## config.mk

```make
export PLATFORM = sky130hd
export DESIGN_NAME = svf_pwm_out_flat
export DESIGN_NICKNAME = d
export VERILOG_FILES = /design/src/rtl/svf_pwm_out_if.sv /design/src/rtl/svf_pwm_out.sv /design/src/flat_wrapper.sv
export SDC_FILE = /design/constraint.sdc
export NUM_CORES = 1
export LEC_CHECK = 0
export BUFFER_PORTS_ARGS = -buffer_cell sky130_fd_sc_hd__buf_2
export CAP_MARGIN = 20
export CORE_ASPECT_RATIO = 0.9
export CORE_MARGIN = 2
export CORE_UTILIZATION = 43
export DETAILED_ROUTE_END_ITERATION = 10
export GPL_ROUTABILITY_DRIVEN = 0
export GPL_TIMING_DRIVEN = 0
export PLACE_DENSITY = 0.69
export SLEW_MARGIN = 10
export SYNTH_ARGS = -nofsm -noshare
export SYNTH_HDL_FRONTEND = slang
export SYNTH_SLANG_ARGS = --single-unit
```

## constraint.sdc

```tcl
create_clock -name clk -period 9.61 [get_ports clk]
set_input_delay 1.4415 -clock clk [delete_from_list [all_inputs] [get_ports clk]]
set_output_delay 1.4415 -clock clk [all_outputs]
set_load 0.005 [all_outputs]
```

## src/rtl/svf_pwm_out_if.sv

```systemverilog
// Signal bundle between the state-variable filter and its PWM output stage.
// Master drives filter samples and controls; slave returns the gained sample and PWM.
interface svf_pwm_out_if #(
  parameter int W = 12
);
  logic signed [W-1:0] yl;
  logic signed [W-1:0] yb;
  logic signed [W-1:0] yh;
  logic signed [W-1:0] yn;
  logic [1:0]          mode;
  logic [7:0]          gain;
  logic                enable;
  logic                sample_tick;
  logic signed [W-1:0] sample_out;
  logic                pwm_out;
  logic                period_done;

  modport master (
    output yl, yb, yh, yn, mode, gain, enable, sample_tick,
    input  sample_out, pwm_out, period_done
  );

  modport slave (
    input  yl, yb, yh, yn, mode, gain, enable, sample_tick,
    output sample_out, pwm_out, period_done
  );
endinterface

```

## src/rtl/svf_pwm_out.sv

```systemverilog
// SVF output stage: per-tick response select, U1.7 gain with saturation, then a
// single-bit PWM DAC whose duty only changes at period boundaries (glitch-free).
module svf_pwm_out #(
  parameter int W        = 12,
  parameter int PWM_BITS = 10
) (
  input  logic         clk,
  input  logic         rst,
  svf_pwm_out_if.slave bus
);
  localparam int PW = W + 9;
  localparam logic signed [PW-1:0] SAT_MAX = PW'((64'sd1 <<< (W - 1)) - 64'sd1);
  localparam logic signed [PW-1:0] SAT_MIN = ~SAT_MAX;
  localparam logic [PWM_BITS-1:0]  DUTY_MID = {1'b1, {(PWM_BITS-1){1'b0}}};
  localparam logic [W-1:0]         BIAS = {1'b1, {(W-1){1'b0}}};

  logic signed [W-1:0]  r_sample;
  logic [PWM_BITS-1:0]  r_cnt;
  logic [PWM_BITS-1:0]  r_duty;
  logic                 r_pwm;

  logic signed [W-1:0]  w_src;
  logic signed [PW-1:0] w_src_x;
  logic signed [PW-1:0] w_gain_x;
  logic signed [PW-1:0] w_prod;
  logic signed [PW-1:0] w_scaled;
  logic signed [W-1:0]  w_sat;
  logic [W-1:0]         w_biased;
  logic [PWM_BITS-1:0]  w_pend;
  logic                 w_at_max;

  always_comb begin
    w_src = bus.yl;
    case (bus.mode)
      2'd0: w_src = bus.yl;
      2'd1: w_src = bus.yb;
      2'd2: w_src = bus.yh;
      2'd3: w_src = bus.yn;
      default: w_src = bus.yl;
    endcase
  end

  // Gain is unsigned, so zero-extend it before the signed multiply.
  assign w_src_x  = PW'(w_src);
  assign w_gain_x = $signed({{(PW-8){1'b0}}, bus.gain});
  assign w_prod   = w_src_x * w_gain_x;
  assign w_scaled = w_prod >>> 7;

  always_comb begin
    w_sat = w_scaled[W-1:0];
    if (w_scaled > SAT_MAX)
      w_sat = SAT_MAX[W-1:0];
    else if (w_scaled < SAT_MIN)
      w_sat = SAT_MIN[W-1:0];
  end

  // Offset-binary view of the held sample; its top bits are the duty.
  assign w_biased = r_sample ^ BIAS;
  assign w_pend   = bus.enable ? PWM_BITS'(w_biased >> (W - PWM_BITS)) : DUTY_MID;
  assign w_at_max = &r_cnt;

  always_ff @(posedge clk) begin
    if (rst) begin
      r_sample <= '0;
      r_cnt    <= '0;
      r_duty   <= DUTY_MID;
      r_pwm    <= 1'b0;
    end else begin
      if (bus.sample_tick)
        r_sample <= w_sat;
      r_cnt <= r_cnt + 1'b1;
      if (w_at_max)
        r_duty <= w_pend;
      r_pwm <= (r_cnt < r_duty);
    end
  end

  assign bus.sample_out  = r_sample;
  assign bus.pwm_out     = r_pwm;
  assign bus.period_done = w_at_max;
endmodule

```

## src/flat_wrapper.sv

```systemverilog
// flat-port wrapper written by rule: the top's interface ports become plain ports
module svf_pwm_out_flat 
#(
  parameter int W        = 12,
  parameter int PWM_BITS = 10
)
  (clk, rst, bus_yl, bus_yb, bus_yh, bus_yn, bus_mode, bus_gain, bus_enable, bus_sample_tick, bus_sample_out, bus_pwm_out, bus_period_done);
  svf_pwm_out_if #(.W(W)) bus_i ();
  input  logic clk;
  input  logic rst;
  input wire logic [$bits(bus_i.yl)-1:0] bus_yl;
  input wire logic [$bits(bus_i.yb)-1:0] bus_yb;
  input wire logic [$bits(bus_i.yh)-1:0] bus_yh;
  input wire logic [$bits(bus_i.yn)-1:0] bus_yn;
  input wire logic [$bits(bus_i.mode)-1:0] bus_mode;
  input wire logic [$bits(bus_i.gain)-1:0] bus_gain;
  input wire logic [$bits(bus_i.enable)-1:0] bus_enable;
  input wire logic [$bits(bus_i.sample_tick)-1:0] bus_sample_tick;
  output wire logic [$bits(bus_i.sample_out)-1:0] bus_sample_out;
  output wire logic [$bits(bus_i.pwm_out)-1:0] bus_pwm_out;
  output wire logic [$bits(bus_i.period_done)-1:0] bus_period_done;
  assign bus_i.yl = bus_yl;
  assign bus_i.yb = bus_yb;
  assign bus_i.yh = bus_yh;
  assign bus_i.yn = bus_yn;
  assign bus_i.mode = bus_mode;
  assign bus_i.gain = bus_gain;
  assign bus_i.enable = bus_enable;
  assign bus_i.sample_tick = bus_sample_tick;
  assign bus_sample_out = bus_i.sample_out;
  assign bus_pwm_out = bus_i.pwm_out;
  assign bus_period_done = bus_i.period_done;
  svf_pwm_out #(.W(W), .PWM_BITS(PWM_BITS)) u_core (.clk(clk), .rst(rst), .bus(bus_i));
endmodule
```

==> impl_metrics.tcl, run 1 <==
set metrics [dict create \
    cp_slowest_cell "mux4_2" \
    cp_max_fo 10 \
    p_leak_uw 0.00301 \
    grt-ovfl-total 0 \
    drt_iter0_markers 318 \
    cts_max_level 2 \
    dominantRegCellSynth "dfxtp_1" \
    die_w_um 121 \
    drt-pass1-iter-count 5 \
    clock_latency_ns 0.28 \
    async_flop_share 0 \
    post_cts_buffers 0 \
    finalCriticalPeriod_ns 7.59 \
    cp.required_ns 9.77 \
    wl_per_cell_um 13.6 \
    yosysTopAreaCell "fa_1" \
    tightestPinTransition_ns 0.729 \
    postCtsHoldBufs 0 \
    ys_ff_latch 33 \
    syn_to_final_growth_pct 13.3 \
    hold_path_class "reg2reg" \
    vias 4307 \
    fmaxAchievable_ghz 0.132 \
    start_kind "input pin" \
    dp_hpwl_mm 9.75 \
    grt_pass1_vias 4628 \
    grt_max_degree 11 \
    antenna_found_initial 0 \
    critPathCaptureType "register" \
    vias_per_cell 5.18 \
    setup_violations 0 \
    worst-r2r-cell-count 7 \
    syn_avg_cell_area_um2 8.99 \
    layout-drive-gt1-share 0.151 \
    std_cell_rows 38 \
    root_buffer "clkbuf_16" \
    die-area_mm2 0.0133 \
    relSlewSlack 0.512 \
    hp-start "u_core.r_duty[3]" \
    coreArea_mm2 0.0121 \
    cts_tree "built" \
    finalClockSkew_ns 0.00463 \
    vdd_drop_max_mv 0.248 \
    worstPathArrival_ns 7.75 \
    maxCapViolCount 0 \
    r2r-end "u_core.r_duty[8]" \
    synthTopCellsByArea "fa_1 (29%), dfxtp_1 (12%), ha_1 (11%)" \
    rsz0062_at_grt "false" \
    synth_cell_types 46 \
    clockBufferDepth 2 \
    hold_viol 0 \
    status "complete, no violations" \
    route.detailed.drc 0 \
    yosysMostFrequentCell "inv_1" \
    r2r_start "u_core.r_cnt[3]" \
    yosysTopAreaCellShare 0.290 \
    yosysSeqAreaShare 0.124 \
    cts.repair.resized 0 \
    tns_ns 0 \
    floorplan.initialDensity 0.440 \
    drt_wl_total_mm 11.3 \
    final_nets 858 \
    synth_nets 778 \
    ant_nets 0 \
    cts_made_buffers 5 \
    hold_end "u_core.r_duty[3]" \
    die_h_um 109 \
    pre_cts_ws_ns 1.68 \
    synth_common_cells "inv_1 (130), fa_1 (77), nand2_1 (69)" \
    port_buffers 73 \
    slew_viol_final 0 \
    synth-edff-count 0 \
    yosys_warnings 0 \
    crit_type "in2reg" \
    syn_area_mm2 0.00531 \
    finalWorstSetupSlack_ns 2.02 \
    p_per_area_mw_per_mm2 346 \
    n_antenna_cell 0 \
    crit_chain "buf_2, buf_1, mux4_2, and2_1, fa_1, inv_1, fa_1, inv_1, fa_1, inv_1, fa_1, inv_1, ha_1, clkbuf_1, and4_1, a32oi_1, a32oi_1, a31oi_4, xnor2_4, a31oi_4, a22oi_1, o21ai_1" \
    whs_path_depth 2 \
    setup.reg_to_reg.worst_slack_ns 7.67 \
    grt_usage 0.187 \
    max_stage_delay_ns 0.68 \
    grt_pass1_wl_mm 20.4 \
    clock-sinks 33 \
    post-route-period-util 0.790 \
    syn_inst 591 \
    clk_pin_slew_ns 0.05 \
    ios 76 \
]
[registers in the layout, summed over array words and instances, names as in the netlist]
signal / cells
u_core.r_duty: 10
u_core.bus.sample_out: 12
u_core.bus.pwm_out: 1
u_core.r_cnt: 10
[report_power, final]
group,internal (uW),switching (uW)
Clock,101,53.8
Sequential,166,17.5
Combinational,747,999
Total,1010,1070
[metrics by stage]
stage,util,hold slack (ns),cell area (um^2),total power (uW),cells
after global routing,0.499,0.474,6020,2340,831
after detailed placement,0.487,0.447,5880,1930,824
final,0.499,0.455,6020,2080,831
after global placement,0.487,0.437,5880,1870,824
after CTS,0.499,0.454,6020,2090,831
after floorplan,-,0.426,5310,1580,591
[layout by cell type (no fill, tap or decap), types with 2 or more instances in the layout]
cell / n
nand3_1: 19
a2111oi_0: 2
and3_1: 6
a31oi_4: 2
inv_1: 130
a221o_1: 8
a31oi_1: 2
nand2b_1: 4
buf_1: 2
nand2_1: 69
a21oi_1: 22
mux2i_1: 2
buf_2: 73
mux4_2: 12
nor2_1: 15
nand4_2: 2
a311oi_1: 2
o21ai_1: 3
o21ai_0: 8
o21bai_1: 4
ha_1: 48
clkbuf_1: 17
clkbuf_16: 5
xnor2_1: 13
or3_1: 3
xor2_1: 8
a21o_1: 11
a32oi_1: 3
fa_1: 77
and2_1: 46
dfxtp_1: 33
nor2b_1: 3
[routing by layer]
metal  track usage  up-vias  wire [um]
met2         0.346       97       5770
li1              -     2048          -
met5             0        -          0
met3        0.0218       13        516
met4        0.0419        0        158
met1         0.237     2149       4830
[logic make-up (layout without fill, tap and decap cells)]
family | count (synthesis) | count (layout) | synth area share
AND/OR/NAND/NOR | 172 | 172 | 0.166
buffers and inverters | 148 | 228 | 0.105
adder cells (fa/ha/maj) | 125 | 125 | 0.403
AO/OA/AOI/OAI | 77 | 77 | 0.108
flip-flops | 33 | 33 | 0.124
XOR/XNOR | 22 | 22 | 0.0398
multiplexers | 14 | 14 | 0.0546
[worst max path at each step]
stage	to	slack, ns	from	depth (start not counted)
6_report	u_core.bus.sample_out[2]	2.02	bus_mode[1]	22
5_1_grt	u_core.bus.sample_out[2]	1.51	bus_mode[1]	23
4_1_cts	u_core.bus.sample_out[3]	1.95	bus_mode[1]	21
3_5_place_dp	u_core.bus.sample_out[3]	1.68	bus_mode[1]	21
3_3_place_gp	u_core.bus.sample_out[3]	1.80	bus_mode[1]	21
2_1_floorplan	u_core.bus.sample_out[9]	2.39	bus_mode[1]	20
[cell type report]
class / count / area [um^2]
fill: 1152 / 6050
multi-input combinational: 410 / 4100
clock buffer: 7 / 143
inverter: 130 / 488
sequential: 33 / 661
timing repair buffer: 73 / 365
buffer: 18 / 67.6
tap: 160 / 200
[critical path: cells and delay by family]
family                     cells  cell delay (ns)
AOI/OAI and AO/OA              6             1.07
xor gates and xnor gates       1             0.30
adders and majority gates      5             2.48
buffers and inverters          7             1.23
muxes                          1             0.68
and+or+nand+nor                2             0.55
Power figures use the tool's default switching activity.
==> run 2: changes to the inputs <==
Settings changed: ABC_AREA set to 1.
Clock period 9.61 ns to 7.6 ns, I/O delays scaled along.
==> impl_metrics.tcl, run 2 <==
set metrics [dict create \
    wl_per_cell_um 12.0 \
    cts.repair.resized 0 \
    final_cells 967 \
    route.detailed.drc 0 \
    p_sw_frac 0.556 \
    cts_max_level 2 \
    relSlewSlack 0.508 \
    drt-pass1-iter-count 5 \
    yosys.area_share.simple 0.191 \
    root_buffer "clkbuf_16" \
    grt_pass1_vias 4579 \
    synth-compound-area-share 0.127 \
    cts_tree "built" \
    clockBufferDepth 2 \
    synth_nets 916 \
    layout-drive-gt1-share 0.134 \
    start_kind "input pin" \
    power_switching_uw 1530 \
    max_stage_delay_ns 0.67 \
    floorplan.initialDensity 0.444 \
    async_flop_share 0 \
    post_cts_buffers 0 \
    yosysMostFrequentCell "inv_1" \
    critPathCaptureType "register" \
    hold_viol 0 \
    worstPathArrival_ns 6.87 \
    yosysTopAreaCell "fa_1" \
    yosysSeqAreaShare 0.122 \
    pwr-share-comb 0.849 \
    pre_cts_ws_ns 0.593 \
    cp_slowest_cell "fa_1" \
    crit_type "in2reg" \
    grt_usage 0.186 \
    syn_avg_cell_area_um2 7.41 \
    whs_path_depth 1 \
    die_w_um 122 \
    setup_violations 0 \
    finalCriticalPeriod_ns 6.72 \
    std_cell_rows 38 \
    grt-ovfl-total 0 \
    finalWorstSetupSlack_ns 0.883 \
    hp-start "u_core.r_cnt[0]" \
    fmaxAchievable_ghz 0.149 \
    yosys_warnings 0 \
    crit_buf_inv 8 \
    cp.required_ns 7.76 \
    synth-edff-count 0 \
    ios 76 \
    cp_max_fo 10 \
    synthTopCellsByArea "fa_1 (29%), dfxtp_1 (12%), inv_1 (12%)" \
    nFillCells 1263 \
    port_buffers 70 \
    p_int_uw 1230 \
    maxCapViolCount 0 \
    post-route-period-util 0.884 \
    dominantRegCellSynth "dfxtp_1" \
    drt_wl_total_mm 11.6 \
    vias 4661 \
    die-area_mm2 0.0135 \
    vdd_drop_max_mv 0.464 \
    status "complete, no violations" \
    tns_ns 0 \
    syn_to_final_growth_pct 12.8 \
    yosysTopAreaCellShare 0.285 \
    grt_max_degree 11 \
    rsz0062_at_grt "false" \
    postCtsHoldBufs 0 \
    pwr-share-clk 0.069 \
    slew_viol_final 0 \
    r2r_start "u_core.r_cnt[0]" \
    seqCellArea_um2 661 \
    finalClockSkew_ns 0.00630 \
    syn_inst 729 \
    multiInputGateArea_mm2 0.00399 \
    clock_latency_ns 0.28 \
    r2r-end "u_core.r_duty[0]" \
    crit_chain "buf_2, nor2_2, inv_2, clkbuf_1, o21ai_0, nor2_1, fa_1, inv_1, fa_1, inv_1, fa_1, inv_1, fa_1, inv_1, ha_1, a21oi_1, o21ai_0, a221oi_1, nand2_1, nand2_2, nand2_2, a21oi_4, buf_6, a21oi_2" \
    dp_hpwl_mm 10.0 \
    die_h_um 110 \
    ys_ff_latch 33 \
    synth_cell_types 39 \
    final_nets 993 \
    cts_made_buffers 5 \
    seqPwrFrac 0.082 \
    setup.reg_to_reg.worst_slack_ns 5.33 \
    hold_path_class "reg2reg" \
    cpLargestDelayFamily "adder cells" \
    p_per_area_mw_per_mm2 453 \
    syn_area_mm2 0.00540 \
    clock-sinks 33 \
    p_leak_uw 0.00326 \
    tightestPinTransition_ns 0.730 \
    clk_pin_slew_ns 0.05 \
    worst-r2r-cell-count 15 \
    largest_reg_flops 12 \
    vias_per_cell 4.82 \
    grt_pass1_wl_mm 20.4 \
    ant_nets 0 \
    dp_cells 959 \
    layout_common_cells "inv_1 (174), nand2_1 (137), nor2_1 (78), fa_1 (77), buf_2 (72)" \
    synthMuxAreaShare 0 \
    synth_top_family_by_area "adder cells" \
    layout_commonest_cell "inv_1" \
    synth_adder_area_share 0.396 \
    coreArea_mm2 0.0122 \
    synth_xor_xnor_area_share 0.0243 \
    hold_end "u_core.r_cnt[0]" \
    antenna_found_initial 0 \
    synth_common_cells "inv_1 (174), nand2_1 (137), nor2_1 (78)" \
    n_antenna_cell 0 \
    drt_iter0_markers 233 \
]
[run 2: how the worst max path moves through the flow]
stage | depth (start not counted) | slack, ns | from | to
4_1_cts | 24 | 0.85 | bus_mode[1] | u_core.bus.sample_out[3]
2_1_floorplan | 24 | 1.49 | bus_mode[1] | u_core.bus.sample_out[1]
6_report | 24 | 0.88 | bus_mode[1] | u_core.bus.sample_out[3]
3_3_place_gp | 24 | 0.65 | bus_mode[1] | u_core.bus.sample_out[8]
3_5_place_dp | 24 | 0.59 | bus_mode[1] | u_core.bus.sample_out[3]
5_1_grt | 25 | 0.37 | bus_mode[1] | u_core.bus.sample_out[3]
[run 2: metal layers]
metal,up-vias,track usage,share of wire
met3,11,0.0149,0.021
li1,2371,-,-
met5,-,0,0
met4,0,0.0213,0.0060
met1,2236,0.260,0.49
met2,43,0.328,0.48
[run 2: power groups by stage]
| stage | clock network [uW] | logic, uW | registers [uW] |
|---|---|---|---|
| floorplan | 0 | 1900 | 225 |
| global placement | 0 | 2330 | 229 |
| detailed placement | 0 | 2360 | 230 |
| CTS | 193 | 2370 | 226 |
| global route | 199 | 2730 | 228 |
| finish | 190 | 2340 | 227 |
[run 2: area by class of cell]
class                           instances  share of cell area
Buffer                                 18              0.0142
Inverter                              177               0.109
Sequential cell                        33               0.108
Clock inverter                          2             0.00164
Clock buffer                            6              0.0212
Timing Repair Buffer                   70              0.0575
Multi-Input combinational cell        501               0.655
Tap cell                              160              0.0329
[run 2: stage by stage]
stage / area (um^2) / hold slack (ns) / util / total power, uW
4_1_cts: 6090 / 0.476 / 0.501 / 2790
2_1_floorplan: 5400 / 0.430 / - / 2130
3_3_place_gp: 5950 / 0.448 / 0.489 / 2560
5_1_grt: 6090 / 0.491 / 0.501 / 3150
6_report: 6090 / 0.474 / 0.501 / 2760
3_5_place_dp: 5950 / 0.463 / 0.489 / 2590
[run 2: cell families (layout without fill, tap and decap cells)]
kind of cell,after synthesis,after routing
and+or+nand+nor,251,251
buffers and inverters,195,273
adders and majority gates,125,125
AOI/OAI and AO/OA,110,110
DFF,33,33
xor gates and xnor gates,15,15
==> run 3: changes to the inputs <==
Settings changed: CELL_PAD_IN_SITES_DETAIL_PLACEMENT set to 0, CELL_PAD_IN_SITES_GLOBAL_PLACEMENT set to 1, PLACE_DENSITY 0.69 to 0.88.
==> impl_metrics.tcl, run 3 (synthesis results as in run 2) <==
set metrics [dict create \
    finalCriticalPeriod_ns 6.75 \
    maxCapViolCount 0 \
    cts_made_buffers 5 \
    crit_type "in2reg" \
    clock_latency_ns 0.27 \
    route.detailed.drc 0 \
    pre_cts_ws_ns 0.589 \
    drt_wl_total_mm 12.0 \
    grt-ovfl-total 0 \
    slew_viol_final 0 \
    ant_nets 0 \
    die-area_mm2 0.0135 \
    worstPathArrival_ns 6.91 \
    post_cts_buffers 0 \
    vias 4700 \
    fin_area_mm2 0.00610 \
    clockBufferDepth 2 \
    fmaxAchievable_ghz 0.148 \
    drt_iter0_markers 248 \
    tightestPinTransition_ns 0.696 \
    status "complete, no violations" \
    antenna_found_initial 0 \
    rsz0062_at_grt "false" \
    largest_reg_flops 12 \
    layout-drive-gt1-share 0.133 \
    nFillCells 1259 \
    layout_commonest_cell "inv_1" \
    grt_max_degree 11 \
    start_kind "input pin" \
    finalWorstSetupSlack_ns 0.852 \
    p_per_area_mw_per_mm2 457 \
    dpl_cell_area_mm2 0.00595 \
    grt_usage 0.198 \
    critPathCaptureType "register" \
    die_w_um 122 \
    grt_pass1_wl_mm 21.7 \
    tns_ns 0 \
    cts.repair.resized 0 \
    std_cell_rows 38 \
    root_buffer "clkbuf_16" \
    cts_tree "built" \
    post-route-period-util 0.888 \
    grt_pass1_vias 4891 \
    cts_max_level 2 \
    dp_hpwl_mm 10.5 \
    coreArea_mm2 0.0122 \
    layout_common_cells "inv_1 (174), nand2_1 (137), nor2_1 (78), fa_1 (77), buf_2 (72)" \
    ios 76 \
    postCtsHoldBufs 0 \
    clock-sinks 33 \
    hold_viol 0 \
    p_leak_uw 0.00326 \
    setup_violations 0 \
    port_buffers 70 \
    clk_pin_slew_ns 0.05 \
    floorplan.initialDensity 0.444 \
    cp.required_ns 7.76 \
    syn_to_final_growth_pct 12.8 \
    relSlewSlack 0.531 \
    die_h_um 110 \
    finalClockSkew_ns 0.00300 \
    vdd_drop_max_mv 0.288 \
    n_antenna_cell 0 \
    final_nets 993 \
    drt-pass1-iter-count 5 \
    wl_per_cell_um 12.4 \
    hold_path_class "reg2reg" \
    cp_max_fo 10 \
    vias_per_cell 4.87 \
]
## run 3: changes by cell type in the layout (fill, tap and decap cells not counted), sizes merged
cell / previous run / this run
clkinv: 4 / 2
clkbuf: 17 / 18
## run 3: routing by layer
metal	routed length, um	GRT usage	vias to the layer above
li1	-	-	2379
met2	5780	0.352	84
met1	5610	0.266	2226
met4	117	0.0337	0
met5	0	0	-
met3	448	0.0190	11
## run 3: path summary, 6_finish.rpt
path	endpoint	cells past startpoint	from	slack, ns
min reg2reg	u_core.r_cnt[0]	1	u_core.r_cnt[0]	0.46
min	u_core.r_cnt[0]	1	u_core.r_cnt[0]	0.46
max	u_core.bus.sample_out[2]	25	bus_mode[1]	0.85
max reg2reg	u_core.r_duty[0]	15	u_core.r_cnt[0]	5.35
## run 3: area by class of cell
cell class | instances | area [um^2] | share of cell area
timing repair buffer | 70 | 350 | 0.0575
multi-input combinational | 501 | 3990 | 0.655
sequential | 33 | 661 | 0.108
tap | 160 | 200 | 0.0328
inverter | 177 | 664 | 0.109
clock buffer | 7 | 143 | 0.0234
buffer | 18 | 86.3 | 0.0142
## run 3: through the flow
stage               total power [uW]  instances  hold slack, ns   util
floorplan                       2130        729           0.430      -
global placement                2560        959           0.441  0.489
detailed placement              2610        959           0.452  0.489
CTS                             2810        966           0.464  0.501
global route                    3190        966           0.483  0.501
finish                          2780        966           0.458  0.501
## run 3: report_power, final
part	switching, uW	leakage (uW)	internal, uW
clock network	65.9	0.0000700	128
registers	22.6	0.000270	204
logic	1460	0.00292	905
## run 3: worst max-delay path, stage by stage
cell and delay [ns]:
buf_2 0.13, inv_1 0.07, clkbuf_1 0.22, a221oi_1 0.37, nand2_1 0.07, o21ai_0 0.27
nor2_1 0.14, fa_1 0.68, inv_1 0.16, fa_1 0.56, inv_1 0.05, fa_1 0.48
inv_1 0.06, fa_1 0.53, inv_1 0.04, ha_1 0.36, a21oi_1 0.21, o21ai_0 0.21
a221oi_1 0.44, nand2_1 0.12, nand2_2 0.09, nand2_2 0.08, a21oi_4 0.16, buf_6 0.18
a21oi_2 0.06
